[config.mk]
export PLATFORM = sky130hd
export DESIGN_NAME = pe_conv1d_sched
export DESIGN_NICKNAME = d
export VERILOG_FILES = /design/src/rtl/pe_pkg.sv /design/src/rtl/conv_window.sv /design/src/rtl/pe_conv1d_sched.sv
export SDC_FILE = /design/constraint.sdc
export NUM_CORES = 1
export LEC_CHECK = 0
export CELL_PAD_IN_SITES_DETAIL_PLACEMENT = 0
export CELL_PAD_IN_SITES_GLOBAL_PLACEMENT = 1
export CORE_MARGIN = 2
export CORE_UTILIZATION = 30
export DETAILED_ROUTE_END_ITERATION = 6
export PLACE_DENSITY_LB_ADDON = 0.2
export SYNTH_ARGS = -nofsm -noshare
export SYNTH_HDL_FRONTEND = slang
export SYNTH_SLANG_ARGS = --single-unit
[constraint.sdc]
create_clock -name clk -period 28.2 [get_ports clk]
set_input_delay 2.82 -clock clk [delete_from_list [all_inputs] [get_ports clk]]
set_output_delay 2.82 -clock clk [all_outputs]
set_load 0.02 [all_outputs]
[src/rtl/pe_pkg.sv]
// Shared types and default sizing for the 1-D convolution scheduler and its window.
package pe_pkg;
   localparam int DEF_KMAX   = 8;
   localparam int DEF_WMAX   = 1024;
   localparam int DEF_DATA_W = 16;
   localparam int DEF_PSUM_W = 32;
   localparam int DEF_PE_LAT = 2;

   typedef enum logic [2:0] {IDLE, LOAD_W, FILL, MAC, WAIT, EMIT, DONE} sched_state_e;

   typedef logic [DEF_DATA_W-1:0] data_t;
   typedef logic [DEF_PSUM_W-1:0] psum_t;
endpackage

[src/rtl/conv_window.sv]
// K-deep sliding pixel window: newest pixel enters at index k-1, index 0 holds the oldest.
module conv_window #(
   parameter int KMAX   = 8,
   parameter int DATA_W = 16,
   parameter int KW     = $clog2(KMAX+1),
   parameter int IW     = $clog2(KMAX)
) (
   input  logic              clk,
   input  logic              rst,
   input  logic              shift_en,
   input  logic [KW-1:0]     k,
   input  logic [DATA_W-1:0] din,
   input  logic [IW-1:0]     rd_idx,
   output logic [DATA_W-1:0] dout
);
   logic [DATA_W-1:0] win [KMAX];

   always_ff @(posedge clk or posedge rst) begin
      if (rst) begin
         for (int i = 0; i < KMAX; i++) win[i] <= '0;
      end else if (shift_en) begin
         for (int i = 0; i < KMAX-1; i++) begin
            if (i < int'(k) - 1)       win[i] <= win[i+1];
            else if (i == int'(k) - 1) win[i] <= din;
         end
         if (int'(k) == KMAX) win[KMAX-1] <= din;
      end
   end

   assign dout = win[rd_idx];
endmodule

[src/rtl/pe_conv1d_sched.sv]
// Sequencer running one 1-D convolution row on a single MAC PE, chaining partial sums through it.
//
// state  | meaning
// IDLE   | waiting for cfg_start; bad configs pulse cfg_err
// LOAD_W | accepting K filter taps
// FILL   | shifting pixels into the window until 'need' reaches 0
// MAC    | one MAC issue to the PE for the current tap
// WAIT   | down-counting PE latency, then capturing the PE result
// EMIT   | presenting one result on the output channel
// DONE   | one-cycle completion pulse
module pe_conv1d_sched
   import pe_pkg::*;
#(
   parameter int KMAX   = DEF_KMAX,
   parameter int WMAX   = DEF_WMAX,
   parameter int DATA_W = DEF_DATA_W,
   parameter int PSUM_W = DEF_PSUM_W,
   parameter int PE_LAT = DEF_PE_LAT
) (
   input  logic                       clk,
   input  logic                       rst,
   input  logic                       cfg_start,
   input  logic [$clog2(KMAX+1)-1:0]  cfg_k,
   input  logic [$clog2(WMAX+1)-1:0]  cfg_w,
   output logic                       cfg_err,
   input  logic                       wt_valid,
   output logic                       wt_ready,
   input  logic [DATA_W-1:0]          wt_data,
   input  logic                       img_valid,
   output logic                       img_ready,
   input  logic [DATA_W-1:0]          img_data,
   output logic [DATA_W-1:0]          pe_image_val,
   output logic                       pe_image_en,
   output logic [DATA_W-1:0]          pe_weight_val,
   output logic                       pe_weight_en,
   output logic [PSUM_W-1:0]          pe_psum_in,
   input  logic [PSUM_W-1:0]          pe_psum_out,
   output logic                       out_valid,
   input  logic                       out_ready,
   output logic [PSUM_W-1:0]          out_data,
   output logic                       busy,
   output logic                       done
);
   localparam int KW = $clog2(KMAX+1);
   localparam int WW = $clog2(WMAX+1);
   localparam int TW = $clog2(KMAX);
   localparam int LW = $clog2(PE_LAT+1);
   localparam logic [KW-1:0] K_MAX_V = KW'(KMAX);
   localparam logic [WW-1:0] W_MAX_V = WW'(WMAX);

   sched_state_e state, nxt;

   logic [KW-1:0]     k_q, need;
   logic [WW-1:0]     w_q, ocnt;
   logic [TW-1:0]     tap;
   logic [LW-1:0]     wcnt;
   logic [PSUM_W-1:0] acc;
   logic [DATA_W-1:0] wt_mem [KMAX];
   logic [DATA_W-1:0] win_dout;
   logic              cfg_err_q;
   logic              cfg_ok, wt_fire, img_fire, last_tap, last_out;

   assign cfg_ok   = (cfg_k != '0) && (cfg_k <= K_MAX_V) &&
                     (cfg_w >= WW'(cfg_k)) && (cfg_w <= W_MAX_V);
   assign wt_fire  = wt_valid  && (state == LOAD_W);
   assign img_fire = img_valid && (state == FILL);
   assign last_tap = (KW'(tap) == k_q - KW'(1));
   assign last_out = (ocnt + WW'(1)) == (w_q - WW'(k_q) + WW'(1));

   conv_window #(.KMAX(KMAX), .DATA_W(DATA_W)) u_window (
      .clk      (clk),
      .rst      (rst),
      .shift_en (img_fire),
      .k        (k_q),
      .din      (img_data),
      .rd_idx   (tap),
      .dout     (win_dout)
   );

   always_ff @(posedge clk or posedge rst) begin
      if (rst) state <= IDLE;
      else     state <= nxt;
   end

   always_comb begin
      nxt = state;
      case (state)
         IDLE:    if (cfg_start && cfg_ok) nxt = LOAD_W;
         LOAD_W:  if (wt_fire && last_tap) nxt = FILL;
         FILL:    if (img_fire && need == KW'(1)) nxt = MAC;
         MAC:     nxt = WAIT;
         WAIT:    if (wcnt == LW'(1)) nxt = last_tap ? EMIT : MAC;
         EMIT:    if (out_ready) nxt = last_out ? DONE : FILL;
         DONE:    nxt = IDLE;
         default: nxt = IDLE;
      endcase
   end

   always_ff @(posedge clk or posedge rst) begin
      if (rst) begin
         k_q       <= '0;
         w_q       <= '0;
         need      <= '0;
         ocnt      <= '0;
         tap       <= '0;
         wcnt      <= '0;
         acc       <= '0;
         cfg_err_q <= 1'b0;
         for (int i = 0; i < KMAX; i++) wt_mem[i] <= '0;
      end else begin
         cfg_err_q <= (state == IDLE) && cfg_start && !cfg_ok;
         case (state)
            IDLE: if (cfg_start) begin
               k_q  <= cfg_k;
               w_q  <= cfg_w;
               tap  <= '0;
               ocnt <= '0;
            end
            LOAD_W: if (wt_fire) begin
               wt_mem[tap] <= wt_data;
               tap         <= tap + 1'b1;
               need        <= k_q;
            end
            FILL: if (img_fire) begin
               need <= need - 1'b1;
               tap  <= '0;
            end
            MAC: wcnt <= LW'(PE_LAT);
            WAIT: begin
               wcnt <= wcnt - 1'b1;
               // The PE result for this tap is valid exactly on the last wait cycle.
               if (wcnt == LW'(1)) begin
                  acc <= pe_psum_out;
                  if (!last_tap) tap <= tap + 1'b1;
               end
            end
            EMIT: if (out_ready) begin
               ocnt <= ocnt + 1'b1;
               need <= KW'(1);
            end
            default: ;
         endcase
      end
   end

   always_comb begin
      wt_ready      = 1'b0;
      img_ready     = 1'b0;
      pe_image_en   = 1'b0;
      pe_weight_en  = 1'b0;
      pe_image_val  = '0;
      pe_weight_val = '0;
      pe_psum_in    = '0;
      out_valid     = 1'b0;
      out_data      = '0;
      case (state)
         LOAD_W: wt_ready = 1'b1;
         FILL:   img_ready = 1'b1;
         MAC: begin
            pe_image_en   = 1'b1;
            pe_weight_en  = 1'b1;
            pe_image_val  = win_dout;
            pe_weight_val = wt_mem[tap];
            pe_psum_in    = (tap == '0) ? '0 : acc;
         end
         EMIT: begin
            out_valid = 1'b1;
            out_data  = acc;
         end
         default: ;
      endcase
   end

   assign cfg_err = cfg_err_q;
   assign busy    = (state != IDLE);
   assign done    = (state == DONE);
endmodule

==> reports/results.tsv <==
stage	metric	value	unit
power	power_frac_seq	34.8	%
die	io_pins	189	
grt	grt_pass1_vias	12880	
clocking	tritoncts	done	
die	die_h	245.8	um
finish	drive_gt1_share	20.66	%
clocking	ctsHtreeMaxLevel	2	
timing	skew	0.01819	ns
logic_synthesis	yosysTopAreaCellShare	46.64	%
die	dieArea	60430	um2
finish	mostFrequentLayoutCell	dfrtp_1	
clocking	cts_made_buffers	41	
power	p_switching	0.0007921	W
grt	grt_max_degree	130	
clocking	postCtsResizedCells	0	
timing	clock.fmax	142.8	MHz
placed_design	hpwl	30480	um
power	p_leak	9.177	nW
logic_synthesis	ys_seq_area_share	46.64	%
logic_synthesis	syn_avg_cell_area	11.33	um2
logic_synthesis	synth_area	17550	um2
drt	routed_wl	50180	um
power	p_per_area	100.6	nW/um2
die	core_area	57810	um2
logic_synthesis	synth_fp_nets	1663	
power	p_sw_share	36.75	%
status	outcome	completed	
finish	diodes	0	
timing	fin_crit_sh	24.84	%
clocking	post_cts_buffers	0	
clocking	clock_path_buffers	3	
grt	overflow	0	
power	combPwrFrac	41.0	%
flow_run	drv_cap	0	
clocking	root_buffer	clkbuf_16	
drt	via_per_inst	4.920	
finish	final_cells	2498	
clocking	clkLatencyLatePin	0.57	ns
grt	antenna_found_initial	1	
timing	setup_viol	0	
timing	hold_viol	0	
timing	setup_tns	0	ns
power	p_clk_share	24.2	%
die	start_util	30.35	%
finish	area_growth	22.09	%
power	ir_drop	0.00004246	V
worst_setup_path	critPathLaunchType	flop	
worst_setup_path	cp.arrival	4.18	ns
logic_synthesis	synthArstFlopShare	100.0	%
worst_setup_path	critPathMaxFanout	51	
power	p_int	0.001364	W
placed_design	io_buffers	188	
grt	grt_pass1_wl	78900	um
finish	final_cell_area	21420	um2
timing	min_period	7.004	ns
drt	postRouteAntennaNets	0	
logic_synthesis	synth.ff_latch_count	327	
drt	drt-pass1-iter-count	5	
finish	final_nets	1817	
logic_synthesis	synth_enable_flop_cells	0	
placed_design	dp.cells	2425	
die	dieWidth	245.8	um
grt	track_usage	16.93	%
drt	drc	0	
placed_design	preCtsSetupSlack	21.76	ns
finish	final_cell_mix	324 x dfrtp_1, 188 x clkdlybuf4s50_1, 174 x mux2_2, 155 x nand2_1, 124 x mux2i_1	
worst_setup_path	critPathCaptureType	output port	
worst_setup_path	crit_type	reg -> out	
drt	via_count	12290	
worst_setup_path	required	25.38	ns
logic_synthesis	synthCells	1549	
placed_design	placed_cell_area	20090	um2
placed_design	place.gp.congestion	0.7579	
clocking	clock-sinks	327	
drt	drt-wirelength-per-cell	20.09	um
clocking	holdBufCountCts	0	
timing	rsz0062_at_grt	false	
timing	fin_ws	21.20	ns
timing	slew_viol_final	0	
timing	slew_headroom	21.24	%
logic_synthesis	yosysUniqueCellTypes	69	
worst_hold_path	hp-class	reg -> reg	
logic_synthesis	synth_flop_cell	dfrtp_1	
clocking	clk_pin_slew	0.06	ns
logic_synthesis	yosys.area.top_type	dfrtp_1	
drt	drtIter0Drc	632	
logic_synthesis	synthesis.yosys.warnings	0	
logic_synthesis	synth_area_leaders	dfrtp_1 47%, mux2_2 11%, mux4_2 7.4%, mux2i_1 7.1%, a21oi_1 3.3%	
timing	worst_pin_slew	1.178	ns
die	rows	88	
## worst max-delay path, cell delays in order, from the launching register on
cell             delay (ns)
dfrtp_4                0.72
buf_4                  0.75
inv_1                  0.31
a21oi_2                0.95
and2_1                 0.25
clkdlybuf4s50_1        0.61
## metrics by stage
stage	utilization, %	hold slack (ns)	power [W]
floorplan	-	0.4453	0.001429
global placement	34.76	0.4690	0.001635
detailed placement	34.76	0.4720	0.001655
CTS	37.06	0.4880	0.002192
global route	37.06	0.5062	0.002313
finish	37.06	0.4871	0.002156
## routing by layer
metal | track usage [%] | part of all wire [%] | vias to the layer above
met5 | 0 | 0.022 | -
met4 | 3.708 | 1.8 | 2
met3 | 4.049 | 5.5 | 71
met2 | 28.31 | 47 | 285
met1 | 22.16 | 45 | 6142
li1 | - | - | 5791
## layout make-up
cell class              instances  area, um2
well taps                     765      957.2
clock buffers                  65       1237
repair buffers                209       2052
inverters                      37      146.4
clock inverters                 8      93.84
flip-flops and latches        327       8192
multi-input cells            1087       8743
fillers                      5661      36380
## final timing paths
kind / startpoint / to / slack [ns] / cells after the start
worst max-delay path: tap[2] / pe_psum_in[0] / 21.20 / 5
worst min-delay path: u_window.win[124] / u_window.win[124] / 0.49 / 2
worst max register to register: k_q[0] / u_window.win[49] / 24.80 / 11
worst min register to register: u_window.win[124] / u_window.win[124] / 0.49 / 2
max in group asynchronous: rst / wt_mem[95] / 23.15 / 4
min in group asynchronous: rst / wt_mem[117] / 2.83 / 2
## Yosys cell counts, types with 5 or more instances
master and n:
and3_1 8, inv_1 33, nand4_1 5, o22ai_1 6
mux4_2 58, a21oi_1 117, nand3_2 5, mux2i_1 124
dfrtp_1 327, and2_1 70, nand2_1 156, xor2_1 10
buf_4 13, ha_1 28, nor2_2 5, mux2_2 174
nand3_1 9, o21ai_1 39, buf_6 5, nor3_1 11
o21ai_0 56, clkbuf_1 36, buf_2 40, o21a_1 5
nor2_1 109, a21o_1 5, xnor2_1 23
## sequential cells by signal, summed over array words and instances, names as in the netlist
register	flops
ocnt	11
tap	3
cfg_err	1
k_q	4
w_q	11
wcnt	2
acc	32
u_window.win	128
wt_mem	128
state	3
need	4
## power by group through the flow
stage / combinational, W / clock (W) / sequential (W)
floorplan: 0.000731 / 0 / 0.000698
global placement: 0.000883 / 0 / 0.000752
detailed placement: 0.000898 / 0 / 0.000757
CTS: 0.000901 / 0.000541 / 0.000750
global route: 0.000980 / 0.000561 / 0.000772
finish: 0.000884 / 0.000522 / 0.000749
## logic make-up (layout without fill, tap and decap cells)
logic type	count (synthesis)	in the layout	share of synthesized area, %
buf+inv	135	319	3.729
mux	360	360	25.94
simple gates	401	401	10.97
fa+ha+maj	30	30	2.168
compound gates	260	260	8.458
flops	327	327	46.64
xor+xnor	36	36	2.089
No activity file was read; power rests on OpenSTA's default activity.
